## config.mk

```make
export PLATFORM = sky130hd
export DESIGN_NAME = psram_access_arbiter
export DESIGN_NICKNAME = d
export VERILOG_FILES = /design/src/rtl/psram_access_arbiter_pkg.sv /design/src/rtl/psram_access_arbiter_watchdog.sv /design/src/rtl/psram_access_arbiter.sv
export SDC_FILE = /design/constraint.sdc
export NUM_CORES = 1
export LEC_CHECK = 0
export CAP_MARGIN = 20
export CORE_MARGIN = 1.5
export CORE_UTILIZATION = 34
export DETAILED_ROUTE_END_ITERATION = 8
export GPL_TIMING_DRIVEN = 0
export PLACE_DENSITY = 0.77
export SYNTH_ARGS = -nofsm -noshare
export SYNTH_HDL_FRONTEND = slang
export SYNTH_SLANG_ARGS = --single-unit
```

## constraint.sdc

```tcl
create_clock -name clock -period 1.4 [get_ports clock]
set_input_delay 0.21 -clock clock [delete_from_list [all_inputs] [get_ports clock]]
set_output_delay 0.21 -clock clock [all_outputs]
set_load 0.03 [all_outputs]
```

## src/rtl/psram_access_arbiter_pkg.sv

```systemverilog
// -----------------------------------------------------------------------------
// psram_access_arbiter_pkg
//   Shared definitions for the PSRAM access arbiter: FSM state encoding,
//   burst-owner codes and the burst size shared with the burst engine.
//   No ports (package).
// -----------------------------------------------------------------------------
package psram_access_arbiter_pkg;

  // 16 halfwords = 32 bytes per burst; the engine uses the same value.
  localparam int unsigned PSRAM_BURST_LOG2 = 5;

  typedef enum logic [1:0] {
    ST_INIT_WAIT = 2'd0,
    ST_IDLE      = 2'd1,
    ST_ISSUE     = 2'd2,
    ST_BUSY      = 2'd3
  } arb_state_e;

  typedef enum logic [1:0] {
    OWN_NONE = 2'd0,
    OWN_DISP = 2'd1,
    OWN_HOST = 2'd2
  } arb_owner_e;

endpackage

```

## src/rtl/psram_access_arbiter_watchdog.sv

```systemverilog
// -----------------------------------------------------------------------------
// psram_access_arbiter_watchdog
//   Engine watchdog: counts cycles while a burst is outstanding and flags a
//   sticky error when the engine fails to finish within TIMEOUT_CYCLES.
//   Only compiled when PSRAM_ARB_TIMEOUT_EN is defined; the default build
//   leaves this file empty.
// Ports:
//   clock       in  system clock
//   reset       in  synchronous, active-high
//   active      in  a burst is outstanding (arbiter in ISSUE or BUSY)
//   clear       in  the burst is finishing normally this cycle
//   expire      out combinational: limit reached this cycle
//   timeout_err out sticky error flag, cleared only by reset
// -----------------------------------------------------------------------------
`ifdef PSRAM_ARB_TIMEOUT_EN
module psram_access_arbiter_watchdog #(
  parameter int unsigned TIMEOUT_CYCLES = 4096
) (
  input  logic clock,
  input  logic reset,
  input  logic active,
  input  logic clear,
  output logic expire,
  output logic timeout_err
);

  localparam int unsigned CNT_W = (TIMEOUT_CYCLES > 2) ? $clog2(TIMEOUT_CYCLES) : 1;
  localparam logic [CNT_W-1:0] CNT_LAST = CNT_W'(TIMEOUT_CYCLES - 1);

  logic [CNT_W-1:0] cnt_q, cnt_d;
  logic             err_q, err_d;

  // The count covers the first outstanding cycle as cycle 0, so the flag
  // becomes visible exactly TIMEOUT_CYCLES cycles after the grant.
  assign expire = active && !clear && (cnt_q == CNT_LAST);

  always_comb begin
    cnt_d = cnt_q;
    err_d = err_q | expire;
    if (!active || clear || expire) begin
      cnt_d = '0;
    end else begin
      cnt_d = cnt_q + 1'b1;
    end
  end

  always_ff @(posedge clock) begin
    if (reset) begin
      cnt_q <= '0;
      err_q <= 1'b0;
    end else begin
      cnt_q <= cnt_d;
      err_q <= err_d;
    end
  end

  assign timeout_err = err_q;

endmodule
`endif

```

## src/rtl/psram_access_arbiter.sv

```systemverilog
// -----------------------------------------------------------------------------
// psram_access_arbiter
//   Shares the single PSRAM burst engine between the display refresh reader
//   (priority) and the host write port. A streak limit on consecutive display
//   grants keeps the host making progress. All traffic is held off until the
//   engine reports init_done.
//   Optional feature macro: PSRAM_ARB_TIMEOUT_EN (engine watchdog, adds the
//   TIMEOUT_CYCLES parameter).
// Ports:
//   clock, reset          system clock, synchronous active-high reset
//   init_done             engine finished PSRAM reset/EID sequence
//   disp_req/disp_addr    display burst-read request and address
//   disp_grant/disp_done  1-cycle pulses: accepted / finished
//   host_req/host_addr    host burst-write request and address
//   host_grant/host_done  1-cycle pulses: accepted / finished
//   eng_start             command valid to engine, held until eng_busy
//   eng_write             1 = write burst (host), 0 = read burst (display)
//   eng_addr              burst-aligned address
//   eng_busy, eng_done    engine status: executing / end-of-burst pulse
//   timeout_err           sticky watchdog error (0 without the macro)
// -----------------------------------------------------------------------------
module psram_access_arbiter
  import psram_access_arbiter_pkg::*;
#(
  parameter int unsigned ADDR_W          = 24,
  parameter int unsigned BURST_LOG2      = PSRAM_BURST_LOG2,
`ifdef PSRAM_ARB_TIMEOUT_EN
  parameter int unsigned TIMEOUT_CYCLES  = 4096,
`endif
  parameter int unsigned MAX_DISP_STREAK = 4
) (
  input  logic              clock,
  input  logic              reset,
  input  logic              init_done,
  input  logic              disp_req,
  input  logic [ADDR_W-1:0] disp_addr,
  output logic              disp_grant,
  output logic              disp_done,
  input  logic              host_req,
  input  logic [ADDR_W-1:0] host_addr,
  output logic              host_grant,
  output logic              host_done,
  output logic              eng_start,
  output logic              eng_write,
  output logic [ADDR_W-1:0] eng_addr,
  input  logic              eng_busy,
  input  logic              eng_done,
  output logic              timeout_err
);

  localparam int unsigned STREAK_W = $clog2(MAX_DISP_STREAK + 1);
  localparam logic [STREAK_W-1:0] STREAK_MAX = STREAK_W'(MAX_DISP_STREAK);
  localparam logic [ADDR_W-1:0] ALIGN_MASK =
    {{(ADDR_W - BURST_LOG2){1'b1}}, {BURST_LOG2{1'b0}}};

  arb_state_e          state_q, state_d;
  arb_owner_e          owner_q, owner_d;
  logic [STREAK_W-1:0] streak_q, streak_d;
  logic [ADDR_W-1:0]   eng_addr_q, eng_addr_d;
  logic                eng_write_q, eng_write_d;
  logic                eng_start_q, eng_start_d;
  logic                disp_grant_q, disp_grant_d;
  logic                host_grant_q, host_grant_d;
  logic                disp_done_q, disp_done_d;
  logic                host_done_q, host_done_d;

  logic disp_win, host_win, burst_end, wd_expire;

  // Display wins unless the host is waiting and display already used up
  // its streak allowance.
  assign disp_win = disp_req && !(host_req && (streak_q == STREAK_MAX));
  assign host_win = host_req && !disp_win;

`ifdef PSRAM_ARB_TIMEOUT_EN
  logic wd_active, wd_clear;
  assign wd_active = (state_q == ST_ISSUE) || (state_q == ST_BUSY);
  assign wd_clear  = (state_q == ST_BUSY) && eng_done;

  psram_access_arbiter_watchdog #(
    .TIMEOUT_CYCLES(TIMEOUT_CYCLES)
  ) u_watchdog (
    .clock      (clock),
    .reset      (reset),
    .active     (wd_active),
    .clear      (wd_clear),
    .expire     (wd_expire),
    .timeout_err(timeout_err)
  );
`else
  assign wd_expire   = 1'b0;
  assign timeout_err = 1'b0;
`endif

  always_comb begin
    state_d      = state_q;
    owner_d      = owner_q;
    eng_addr_d   = eng_addr_q;
    eng_write_d  = eng_write_q;
    eng_start_d  = 1'b0;
    disp_grant_d = 1'b0;
    host_grant_d = 1'b0;
    disp_done_d  = 1'b0;
    host_done_d  = 1'b0;
    burst_end    = 1'b0;

    case (state_q)
      ST_INIT_WAIT: begin
        if (init_done) begin
          state_d = ST_IDLE;
        end
      end
      ST_IDLE: begin
        if (!init_done) begin
          state_d = ST_INIT_WAIT;
        end else if (disp_win) begin
          disp_grant_d = 1'b1;
          owner_d      = OWN_DISP;
          eng_addr_d   = disp_addr & ALIGN_MASK;
          eng_write_d  = 1'b0;
          state_d      = ST_ISSUE;
        end else if (host_win) begin
          host_grant_d = 1'b1;
          owner_d      = OWN_HOST;
          eng_addr_d   = host_addr & ALIGN_MASK;
          eng_write_d  = 1'b1;
          state_d      = ST_ISSUE;
        end
      end
      ST_ISSUE: begin
        // eng_start rises the cycle after the grant; only a busy seen while
        // the command is on the bus counts as acceptance.
        if (eng_start_q && eng_busy) begin
          state_d = ST_BUSY;
        end else begin
          eng_start_d = 1'b1;
        end
      end
      ST_BUSY: begin
        burst_end = eng_done;
      end
      default: begin
        state_d = ST_INIT_WAIT;
      end
    endcase

    // Normal completion and watchdog expiry both release the owner with a
    // done pulse; expiry additionally forces re-initialisation.
    if (burst_end || wd_expire) begin
      disp_done_d = (owner_q == OWN_DISP);
      host_done_d = (owner_q == OWN_HOST);
      owner_d     = OWN_NONE;
      eng_start_d = 1'b0;
      state_d     = (burst_end && init_done) ? ST_IDLE : ST_INIT_WAIT;
    end

    // The streak only matters while the host is actually waiting.
    if (!host_req || host_grant_d) begin
      streak_d = '0;
    end else if (disp_grant_d && (streak_q != STREAK_MAX)) begin
      streak_d = streak_q + 1'b1;
    end else begin
      streak_d = streak_q;
    end
  end

  always_ff @(posedge clock) begin
    if (reset) begin
      state_q      <= ST_INIT_WAIT;
      owner_q      <= OWN_NONE;
      streak_q     <= '0;
      eng_addr_q   <= '0;
      eng_write_q  <= 1'b0;
      eng_start_q  <= 1'b0;
      disp_grant_q <= 1'b0;
      host_grant_q <= 1'b0;
      disp_done_q  <= 1'b0;
      host_done_q  <= 1'b0;
    end else begin
      state_q      <= state_d;
      owner_q      <= owner_d;
      streak_q     <= streak_d;
      eng_addr_q   <= eng_addr_d;
      eng_write_q  <= eng_write_d;
      eng_start_q  <= eng_start_d;
      disp_grant_q <= disp_grant_d;
      host_grant_q <= host_grant_d;
      disp_done_q  <= disp_done_d;
      host_done_q  <= host_done_d;
    end
  end

  assign disp_grant = disp_grant_q;
  assign host_grant = host_grant_q;
  assign disp_done  = disp_done_q;
  assign host_done  = host_done_q;
  assign eng_start  = eng_start_q;
  assign eng_write  = eng_write_q;
  assign eng_addr   = eng_addr_q;

endmodule

```

==> metrics.md, run 1 <==
| Metric | Value |
|---|---|
| Die Wd | `68.5 microns` |
| Crit Path Class | `reg -> reg` |
| Max-slew violations | `0` |
| Worst r2r path cells | `7` |
| Synth top area share | `43.9%` |
| Number of synthesized flops with an enable pin | `0` |
| P_leak | `1.13 nW` |
| Hold Violations, Final | `0` |
| Worst Setup SP | `state_q[1]` |
| Status | `finished, violations left` |
| Final core occ | `63.7%` |
| Cell Pwr Density | `968 nW/um^2` |
| RSZ-0062 raised after global routing | `true` |
| Io pins | `86` |
| Hold_sp | `reset` |
| Nets@finish | `316` |
| Clk sink count | `32` |
| YS warnings | `0` |
| Area Growth Syn to Fin | `77.3%` |
| Hold slack | `0.318 ns` |
| Worst-case clock skew | `0.00900 ns` |
| Flops & latches, synth | `32` |
| Period Utilization, post-route | `111%` |
| 1st-pass router iterations | `4` |
| Crit path DAT | `1.72 ns` |
| Share of cells above drive strength 1 | `25.1%` |
| Post-route ant nets | `0` |
| WHS Path Cells | `2` |
| Final Cell Area | `2590 sq um` |
| Ant. Diodes | `0` |
| Std cell rows | `23` |
| DR WL/cell | `14.3 microns` |
| Core area | `4060 sq um` |
| Final min period | `about 1.6 ns` |
| Pre-CTS WS | `-0.446 ns` |
| Mean post-synth cell area | `~9.2 sq um` |
| Clk root buf | `clkbuf_8` |
| CP max-delay cell | `dfxtp_4` |
| Critical path cell sequence | `inv_4, ha_4, and2_4, and3_4, buf_6, a222oi_1, nor2_1` |
| Crit path required time | `1.56 ns` |
| Post-synthesis cell area | `between 1000 and 1500 sq um` |
| CP max FO | `5` |
| DP HPWL | `2.86 mm` |
| Initial antenna violation count | `0` |
| Cells after Synth | `159` |
| Clk slew on worst S/H paths | `~0.070 ns` |
| Total number of vias | `1548` |
| Max-cap violations | `0` |
| HP Class | `in -> reg` |
| Cell variety after synth | `35` |
| Top post-synthesis cells by area | `dfxtp_1 (44%), a222oi_1 (7.5%), nor2_1 (6.7%), ha_1 (6.0%), a311oi_1 (5.4%)` |
| Asr flop ratio synth | `0%` |
| Total Die Area | `4690 sq um` |
| Ys flop type | `dfxtp_1` |
| CTS max path bufs | `2` |
| Worst relative slew slack | `61.0%` |
| DR iter-0 viols | `between 60 and 70` |
| Worst Tran Pin Value | `0.586 ns` |
| CTS H-tree lvls | `2` |
| Starting density of the core | `a little over a third` |
| Vias/cell | `approximately 5.1` |
| Pin count of the biggest net entering global routing | `11` |
| Vias in the first global route | `about 1400` |
| Placer Congestion | `slightly above 0.7` |
| Gr ovfl total | `0` |
| Sequential share of the synthesized area | `43.9%` |
| Worst R2R Start | `state_q[1]` |
| Crit start category | `flip-flop` |
| Area leader, netlist | `dfxtp_1` |
| PortBufs | `67` |
| Final setup vio count | `22` |
| Critical Path End Type | `flip-flop` |
| Area after DPL | `2230 sq um` |
| R2r setup slk | `-0.16 ns` |
| Fmax | `643 MHz` |
| Total track usage | `17.8%` |
| CTS tree | `yes` |
| Failing checks | `negative setup slack` |
| Setup ws final | `-0.155 ns` |
| Global-route wire length before repair | `6.21 mm` |
| Crit-path max cell delay | `0.37 ns` |
| Clk Latency, worst-skew pair | `around 0.28 ns` |
| VDD IR max | `roughly 0.64 mV` |
| DRC violations left | `0` |
| Total Wirelength | `4.37 mm` |
| Total CTS buffers | `5` |
| Die Height | `68.5 microns` |
-- synthesized netlist by cell type, types with 3 or more instances --
library cell  instances
dfxtp_1              32
nor2_1               26
nand2_1              20
a222oi_1             11
a311oi_1              9
buf_4                 8
ha_1                  7
a21oi_1               6
inv_1                 4
buf_2                 3
clkbuf_1              3
nor2b_1               3
-- flip-flops by register name, indices dropped and copies added (netlist names) --
register	cells
disp_done	1
disp_grant	1
eng_addr	19
eng_start	1
eng_write	1
host_done	1
host_grant	1
owner_q	2
state_q	2
streak_q	3
-- area by class of cell --
| cell class | count | area (sq um) |
|---|---|---|
| multi-input combinational | 113 | 858 |
| buffer | 15 | 114 |
| clock inverter | 2 | 35.0 |
| clock buffer | 6 | 72.6 |
| sequential | 32 | 651 |
| tap | 50 | 62.6 |
| inverter | 4 | 20.0 |
| timing repair buffer | 83 | 773 |
| fill | 340 | 1470 |
-- repair_timing --
action | 4_1_cts | 5_1_grt
hold buffers | 0 | 0
cloned | 2 | 0
setup buffers | 8 | 6
pin swaps | 13 | 15
gates resized for setup | 49 | 17
endpoints found under the setup margin | 50 | 27
-- worst max-delay path: cells and delay by family (launching register included) --
family / cells / cell delay (ns)
DFF: 1 / 0.37
adders and majority gates: 1 / 0.15
AOI/OAI and AO/OA: 1 / 0.32
and+or+nand+nor: 3 / 0.41
buffers and inverters: 2 / 0.18
-- final timing paths --
check | end
worst max-delay path | eng_addr[12]
worst min-delay path | disp_grant
worst max register to register | eng_addr[12]
worst min register to register | disp_done
-- layout by cell type (no fill, tap or decap), types with 5 or more instances in the layout --
master	Yosys	routed
dfxtp_1	32	28
nand2_1	20	19
clkdlybuf4s50_1	0	40
a311oi_1	9	7
dlygate4sd2_1	0	26
buf_6	1	8
buf_4	8	18
clkbuf_8	0	5
conb_1	1	6
a222oi_1	11	11
nor2_1	26	26
-- routing by layer --
layer | vias to the layer above | track usage [%] | routed length [microns]
met5 | - | 0 | 0
met4 | 0 | 6.75 | 59
met3 | 9 | 5.03 | 348
met2 | 54 | 31.0 | 2190
met1 | 737 | 20.5 | 1770
li1 | 748 | - | -
-- metrics by stage --
step	std cells	power, mW	setup TNS [ns]
after floorplan	164	1.32	-0.242
after global placement	281	1.56	-9.03
after detailed placement	281	1.57	-9.47
after CTS	299	2.46	-1.13
after global routing	305	2.61	-3.39
final	305	2.50	-1.95
-- report_power, final --
group	total (mW)	switching, mW	leakage [nW]	internal [mW]
clock	0.863	0.335	0.0552	0.528
sequential	0.990	0.0299	0.262	0.960
combinational	0.651	0.322	0.809	0.329
-- cell families after synthesis --
family                   after synthesis  share of synthesized area, %
adder cells (fa/ha/maj)                7                          6.00
other                                  1                         0.257
flip-flops                            32                          43.9
buffers and inverters                 19                          7.72
multiplexers                           2                          1.37
AO/OA/AOI/OAI                         32                          18.1
XOR/XNOR                               2                          1.20
AND/OR/NAND/NOR                       64                          21.4
Power figures use the tool's default switching activity.
==> run 2, diff against run 1 <==
--- a/config.mk
+++ b/config.mk
@@ -5,7 +5,6 @@
 export SDC_FILE = /design/constraint.sdc
 export NUM_CORES = 1
 export LEC_CHECK = 0
-export CAP_MARGIN = 20
 export CORE_MARGIN = 1.5
 export CORE_UTILIZATION = 34
 export DETAILED_ROUTE_END_ITERATION = 8
==> results of run 2 <==
No change in the layout: final DEF, timing and power equal those of run 1.
